File: config.mk
export PLATFORM = sky130hd
export DESIGN_NAME = mem_wb_stage_flat
export DESIGN_NICKNAME = d
export VERILOG_FILES = /design/src/rtl/mem_wb_stage_pkg.sv /design/src/rtl/mem_wb_stage_if.sv /design/src/rtl/mem_wb_stage_load_align.sv /design/src/rtl/mem_wb_stage.sv /design/src/flat_wrapper.sv
export SDC_FILE = /design/constraint.sdc
export NUM_CORES = 1
export LEC_CHECK = 0
export CAP_MARGIN = 20
export CORE_MARGIN = 2
export CORE_UTILIZATION = 43
export CTS_CLUSTER_SIZE = 8
export DETAILED_ROUTE_END_ITERATION = 10
export PLACE_DENSITY_LB_ADDON = 0.25
export SLEW_MARGIN = 40
export SYNTH_ARGS = -nofsm -noshare
export SYNTH_HDL_FRONTEND = slang
export SYNTH_SLANG_ARGS = --single-unit
File: constraint.sdc
create_clock -name clk -period 1.6 [get_ports clk]
set_input_delay 0.16 -clock clk [delete_from_list [all_inputs] [get_ports clk]]
set_output_delay 0.16 -clock clk [all_outputs]
set_load 0.005 [all_outputs]
File: src/rtl/mem_wb_stage_pkg.sv
// Shared RV32I writeback constants and the MEM/WB entry layout.
package mem_wb_stage_pkg;

    localparam int unsigned XLEN       = 32;
    localparam int unsigned REG_ADDR_W = 5;
    localparam int unsigned INSTRET_W  = 64;

    localparam logic [1:0] WB_SEL_ALU  = 2'b00;
    localparam logic [1:0] WB_SEL_LOAD = 2'b01;
    localparam logic [1:0] WB_SEL_PC4  = 2'b10;

    localparam logic [2:0] F3_LB  = 3'b000;
    localparam logic [2:0] F3_LH  = 3'b001;
    localparam logic [2:0] F3_LW  = 3'b010;
    localparam logic [2:0] F3_LBU = 3'b100;
    localparam logic [2:0] F3_LHU = 3'b101;

    typedef struct packed {
        logic                  valid;
        logic [REG_ADDR_W-1:0] rd;
        logic                  reg_write;
        logic [1:0]            wb_sel;
        logic [2:0]            funct3;
        logic [XLEN-1:0]       alu_result;
        logic [XLEN-1:0]       mem_rdata;
        logic [XLEN-1:0]       pc_plus4;
    } mem_wb_entry_t;

endpackage

File: src/rtl/mem_wb_stage_if.sv
// MEM-to-WB bundle plus the writeback/forwarding outputs.
// RETIRE_CNT_EN adds the instret counter output.
interface mem_wb_stage_if;
    import mem_wb_stage_pkg::*;

    logic                  stall;
    logic                  flush;
    logic                  in_valid;
    logic [REG_ADDR_W-1:0] in_rd;
    logic                  in_reg_write;
    logic [1:0]            in_wb_sel;
    logic [2:0]            in_funct3;
    logic [XLEN-1:0]       in_alu_result;
    logic [XLEN-1:0]       in_mem_rdata;
    logic [XLEN-1:0]       in_pc_plus4;

    logic                  wb_valid;
    logic [REG_ADDR_W-1:0] wb_rd;
    logic                  wb_reg_write;
    logic [XLEN-1:0]       wb_data;
    logic                  load_err;
`ifdef RETIRE_CNT_EN
    logic [INSTRET_W-1:0]  instret;
`endif

    modport master (
        output stall, flush, in_valid, in_rd, in_reg_write, in_wb_sel, in_funct3,
               in_alu_result, in_mem_rdata, in_pc_plus4,
        input  wb_valid, wb_rd, wb_reg_write, wb_data, load_err
`ifdef RETIRE_CNT_EN
        , input instret
`endif
    );

    modport slave (
        input  stall, flush, in_valid, in_rd, in_reg_write, in_wb_sel, in_funct3,
               in_alu_result, in_mem_rdata, in_pc_plus4,
        output wb_valid, wb_rd, wb_reg_write, wb_data, load_err
`ifdef RETIRE_CNT_EN
        , output instret
`endif
    );

endinterface

File: src/rtl/mem_wb_stage_load_align.sv
// Extracts and extends load data from the raw memory word; flags bad alignment/funct3.
module mem_wb_stage_load_align
    import mem_wb_stage_pkg::*;
(
    input  logic [XLEN-1:0] rdata,
    input  logic [1:0]      off,
    input  logic [2:0]      funct3,
    output logic [XLEN-1:0] data,
    output logic            err
);

    logic [7:0]  sel_byte;
    logic [15:0] sel_half;

    assign sel_byte = rdata[{off, 3'b000} +: 8];
    assign sel_half = off[1] ? rdata[31:16] : rdata[15:0];

    always_comb begin
        data = '0;
        err  = 1'b0;
        case (funct3)
            F3_LB:   data = {{24{sel_byte[7]}}, sel_byte};
            F3_LH: begin
                data = {{16{sel_half[15]}}, sel_half};
                err  = off[0];
            end
            F3_LW: begin
                data = rdata;
                err  = (off != 2'b00);
            end
            F3_LBU:  data = {24'b0, sel_byte};
            F3_LHU: begin
                data = {16'b0, sel_half};
                err  = off[0];
            end
            default: err = 1'b1;
        endcase
    end

endmodule

File: src/rtl/mem_wb_stage.sv
// MEM/WB pipeline register and writeback: source mux, load extraction, write gating.
// Define RETIRE_CNT_EN to add the retired-instruction counter (instret).
module mem_wb_stage
    import mem_wb_stage_pkg::*;
(
    input logic           clk,
    input logic           rst,
    mem_wb_stage_if.slave bus
);

    mem_wb_entry_t   entry_q;
    logic [XLEN-1:0] load_data;
    logic            align_err;
    logic            is_load;
    logic            load_err;

    // Flush only drops valid; the stale payload is harmless once valid is low.
    always_ff @(posedge clk) begin
        if (rst) begin
            entry_q <= '0;
        end else if (bus.flush) begin
            entry_q.valid <= 1'b0;
        end else if (!bus.stall) begin
            entry_q <= '{valid:      bus.in_valid,
                         rd:         bus.in_rd,
                         reg_write:  bus.in_reg_write,
                         wb_sel:     bus.in_wb_sel,
                         funct3:     bus.in_funct3,
                         alu_result: bus.in_alu_result,
                         mem_rdata:  bus.in_mem_rdata,
                         pc_plus4:   bus.in_pc_plus4};
        end
    end

    mem_wb_stage_load_align u_load_align (
        .rdata  (entry_q.mem_rdata),
        .off    (entry_q.alu_result[1:0]),
        .funct3 (entry_q.funct3),
        .data   (load_data),
        .err    (align_err)
    );

    assign is_load  = (entry_q.wb_sel == WB_SEL_LOAD);
    assign load_err = entry_q.valid & is_load & align_err;

    always_comb begin
        bus.wb_data = entry_q.alu_result;
        case (entry_q.wb_sel)
            WB_SEL_LOAD: bus.wb_data = align_err ? '0 : load_data;
            WB_SEL_PC4:  bus.wb_data = entry_q.pc_plus4;
            default:     bus.wb_data = entry_q.alu_result;
        endcase
    end

    assign bus.wb_valid     = entry_q.valid;
    assign bus.wb_rd        = entry_q.rd;
    assign bus.load_err     = load_err;
    assign bus.wb_reg_write = entry_q.valid & entry_q.reg_write & (entry_q.rd != '0) & ~load_err;

`ifdef RETIRE_CNT_EN
    logic [INSTRET_W-1:0] instret_q;

    // An entry retires on the edge it leaves WB, which a stall prevents.
    always_ff @(posedge clk) begin
        if (rst) begin
            instret_q <= '0;
        end else if (entry_q.valid && !bus.stall) begin
            instret_q <= instret_q + 1'b1;
        end
    end

    assign bus.instret = instret_q;
`endif

endmodule
File: src/flat_wrapper.sv
// flat-port wrapper written by rule: the top's interface ports become plain ports
module mem_wb_stage_flat import mem_wb_stage_pkg::*;
  (clk, rst, bus_stall, bus_flush, bus_in_valid, bus_in_rd, bus_in_reg_write, bus_in_wb_sel, bus_in_funct3, bus_in_alu_result, bus_in_mem_rdata, bus_in_pc_plus4, bus_wb_valid, bus_wb_rd, bus_wb_reg_write, bus_wb_data, bus_load_err);
  mem_wb_stage_if bus_i ();
  input logic clk;
  input logic rst;
  input wire logic [$bits(bus_i.stall)-1:0] bus_stall;
  input wire logic [$bits(bus_i.flush)-1:0] bus_flush;
  input wire logic [$bits(bus_i.in_valid)-1:0] bus_in_valid;
  input wire logic [$bits(bus_i.in_rd)-1:0] bus_in_rd;
  input wire logic [$bits(bus_i.in_reg_write)-1:0] bus_in_reg_write;
  input wire logic [$bits(bus_i.in_wb_sel)-1:0] bus_in_wb_sel;
  input wire logic [$bits(bus_i.in_funct3)-1:0] bus_in_funct3;
  input wire logic [$bits(bus_i.in_alu_result)-1:0] bus_in_alu_result;
  input wire logic [$bits(bus_i.in_mem_rdata)-1:0] bus_in_mem_rdata;
  input wire logic [$bits(bus_i.in_pc_plus4)-1:0] bus_in_pc_plus4;
  output wire logic [$bits(bus_i.wb_valid)-1:0] bus_wb_valid;
  output wire logic [$bits(bus_i.wb_rd)-1:0] bus_wb_rd;
  output wire logic [$bits(bus_i.wb_reg_write)-1:0] bus_wb_reg_write;
  output wire logic [$bits(bus_i.wb_data)-1:0] bus_wb_data;
  output wire logic [$bits(bus_i.load_err)-1:0] bus_load_err;
  assign bus_i.stall = bus_stall;
  assign bus_i.flush = bus_flush;
  assign bus_i.in_valid = bus_in_valid;
  assign bus_i.in_rd = bus_in_rd;
  assign bus_i.in_reg_write = bus_in_reg_write;
  assign bus_i.in_wb_sel = bus_in_wb_sel;
  assign bus_i.in_funct3 = bus_in_funct3;
  assign bus_i.in_alu_result = bus_in_alu_result;
  assign bus_i.in_mem_rdata = bus_in_mem_rdata;
  assign bus_i.in_pc_plus4 = bus_in_pc_plus4;
  assign bus_wb_valid = bus_i.wb_valid;
  assign bus_wb_rd = bus_i.wb_rd;
  assign bus_wb_reg_write = bus_i.wb_reg_write;
  assign bus_wb_data = bus_i.wb_data;
  assign bus_load_err = bus_i.load_err;
  mem_wb_stage u_core (.clk(clk), .rst(rst), .bus(bus_i));
endmodule
==> reports/qor.txt <==
status: finished, violations left
failing checks: DRC, setup timing
CTS buffer count: 9
post-route cell area: 0.00805 sq mm
max_slew headroom: 0.705
most frequent CP cell: buf_6
Clock transition at path regs: 70 ps
Vias/cell: 5.59
vias: 5,747
synthesis-to-layout area growth: 57.7%
die extent in y: 113 um
crit path max fanout: 8
Max Freq: 454 MHz
Root Driver: clkbuf_16
CTS Hold Buffers Added: 0
DP HPWL: 12.2 mm
Hold Path Cell Cnt: 2
Distinct cells, synth: 43
TritonCTS clock tree: done
DRT Pass-1 Iters: 11
hold worst-path end: u_core.entry_q[97]
worst vdd ir: 0.519 mV
clock tree buffer depth: 2
Critical Path RT: 1440 ps
nets: 995
reg2reg start: u_core.entry_q[64]
RSZ-0062 raised after global routing: yes
port bufs: 151
Critical Path Max Stage Delay: 360 ps
sequential share of power: 0.455
Antenna Nets Post-Route: 0
Synth Register Bits: 108
diode count: 0
Routed WL: 18.1 mm
Top delay family on crit path: buffers and inverters
Slowest-stage cell, CP: dfxtp_4
R2R setup slack: 730 ps
net switching power: 1.69 mW
Top FF cell, synth: dfxtp_1
Final Setup Violations: 34
worst hold path class: in -> reg
number of global-route vias before repair: 5,590
Power Internal: 4.74 mW
HP Start: rst
worst setup margin: -602 ps
worst path bufs/invs: 4
pwr dens: 799 mW/mm^2
grt ovf: 0
Tmin final: 2200 ps
Boundary Pins: 152
first-pass GRT wire length: 27.8 mm
Reg-to-Reg End: u_core.entry_q[64]
ordered list of cells on the worst path: buf_6 -> nor4_4 -> buf_4 -> o21ai_4 -> buf_6 -> nand4b_4 -> o2111ai_2 -> buf_2
Wirelength per Cell: 17.6 um
Initial Util: 0.444
Mapped Avg Cell Area: 7.35 sq um
Max-Cap Viols: 0
Total GRT Usage: 0.275
H-tree Lvls: 3
layout cell share with drive strength beyond 1: 0.244
Net Sw Frac: 0.263
Hold Vio Cnt, Final: 0
post-route clock period utilization: 1.38
cells after synthesis: 695
setup tns final: -16,930 ps
slew at the pin closest to its max-slew limit: 442 ps
Final Skew: 0 ps
GP Congestion: 0.863
fin. max-slew vios: 0
Core ar.: 0.0115 sq mm
row count: 39
Gate power share: 0.200
Clock power frac: 0.345
Crit Path Class: reg -> out
Fillers: 908
worst reg2reg path depth: 4
Post-Syn Nets: 809
number of DRC markers in iteration 0: 611
Synth async-reset ratio: 0
clk sinks: 108
initial antenna violation count: 0
crit path capture type: output port
sequential area share after synthesis: 0.423
Startpoint Class: flip-flop
area of the die: 0.0128 sq mm
dpl cell area: 0.00704 sq mm
Post-synth EDFFs: 0
DRC: 8
largest net degree at the start of global routing: 65
WHS: 187 ps
WP data arrival: 2040 ps
chip width: 113 um
Synth Cell Area: 0.00511 sq mm
latest clock arrival within the worst-skew pair: 350 ps
Pleak: 3.12 nW
Syn. warnings: 0
## state kept, by name (all words and copies together) (netlist names)
register,count
u_core.entry_q,102
u_core.bus.wb_rd,5
u_core.bus.wb_valid,1
## power groups by stage
stage,Clock [mW],Sequential (mW),Combinational (mW)
2_1_floorplan,0,2.93,0.492
3_3_place_gp,0,2.96,1.07
3_5_place_dp,0,2.97,1.09
4_1_cts,2.25,2.91,1.19
5_1_grt,2.34,2.93,1.38
6_report,2.22,2.92,1.29
## per-layer routing
metal	global-route usage	part of all wire	up-vias
met4	0.100	0.022	0
met3	0.0605	0.078	34
li1	-	-	2734
met5	0	0	-
met1	0.345	0.41	2728
met2	0.465	0.49	251
## layout by cell type, fill, tap and decap left out, drive strengths merged, types with 2 or more instances in the layout
cell type and instances:
inv 4, a21oi 133, mux2i 8, clkdlybuf4s50 116, buf 120, a31oi 2
ha 2, a222oi 7, nand4b 2, nor3 2, a21o 8, o2bb2ai 7
nand2 285, o2111ai 16, a22oi 7, clkinvlp 2, nor2 15, mux2 3
a221oi 8, or2 2, dfxtp 108, clkbuf 12
## per-stage QoR
stage	util	power [mW]	setup WS, ps	instances
final	0.699	6.43	-602	1028
after global routing	0.699	6.65	-660	1028
after CTS	0.672	6.36	-580	1020
after detailed placement	0.611	4.06	-597	982
after global placement	0.611	4.04	-542	982
after floorplan	-	3.42	3.21	695
## final cells by class
| class | instances | area, sq um | share of cell area |
|---|---|---|---|
| repair buffers | 237 | 2270 | 0.282 |
| multi-input cells | 521 | 3120 | 0.387 |
| clock inverters | 4 | 50.0 | 0.00622 |
| flip-flops and latches | 108 | 2180 | 0.271 |
| well taps | 143 | 179 | 0.0222 |
| clock buffers | 11 | 243 | 0.0301 |
| inverters | 4 | 15.0 | 0.00186 |
## cells in the mapped netlist (all sizes together) (2+ instances only)
master | number | share of area
nor2 | 15 | 0.011
nor3 | 2 | 0.0020
a221oi | 8 | 0.015
a31oi | 2 | 0.0054
or2 | 2 | 0.0025
o2111ai | 16 | 0.027
inv | 4 | 0.0029
dfxtp | 108 | 0.42
mux2 | 3 | 0.0081
a22oi | 7 | 0.010
buf | 25 | 0.033
ha | 2 | 0.0049
mux2i | 8 | 0.016
a21o | 8 | 0.012
a21oi | 133 | 0.13
nand2 | 285 | 0.21
a222oi | 7 | 0.014
clkbuf | 38 | 0.028
o2bb2ai | 7 | 0.012
## logic make-up after synthesis
group	count (synthesis)	synth area share
AO/OA/AOI/OAI	195	0.238
AND/OR/NAND/NOR	311	0.241
buffers and inverters	67	0.0639
flip-flops	108	0.423
adder cells (fa/ha/maj)	2	0.00490
multiplexers	12	0.0282
## worst register-to-register path: stages (launching register included)
cell,delay [ps]
dfxtp_4,370
buf_6,110
buf_4,100
nand2_1,50
a21oi_1,170
## worst max path at each step
| stage | startpoint | end | depth (start not counted) |
|---|---|---|---|
| 5_1_grt | u_core.entry_q[64] | bus_wb_data[28] | 8 |
| 2_1_floorplan | u_core.entry_q[99] | bus_wb_data[27] | 8 |
| 6_report | u_core.entry_q[64] | bus_wb_data[28] | 8 |
| 4_1_cts | u_core.entry_q[65] | bus_wb_data[21] | 8 |
| 3_3_place_gp | u_core.entry_q[64] | bus_wb_data[8] | 4 |
| 3_5_place_dp | u_core.entry_q[64] | bus_wb_data[10] | 4 |
## timing repair
action                     in CTS  in global routing
pin swaps                      36                 28
setup buffers                  21                 12
resized for setup             206                 49
setup endpoints to repair      34                 34
cloned                          2                  0
(Power assumes the default switching activity.)
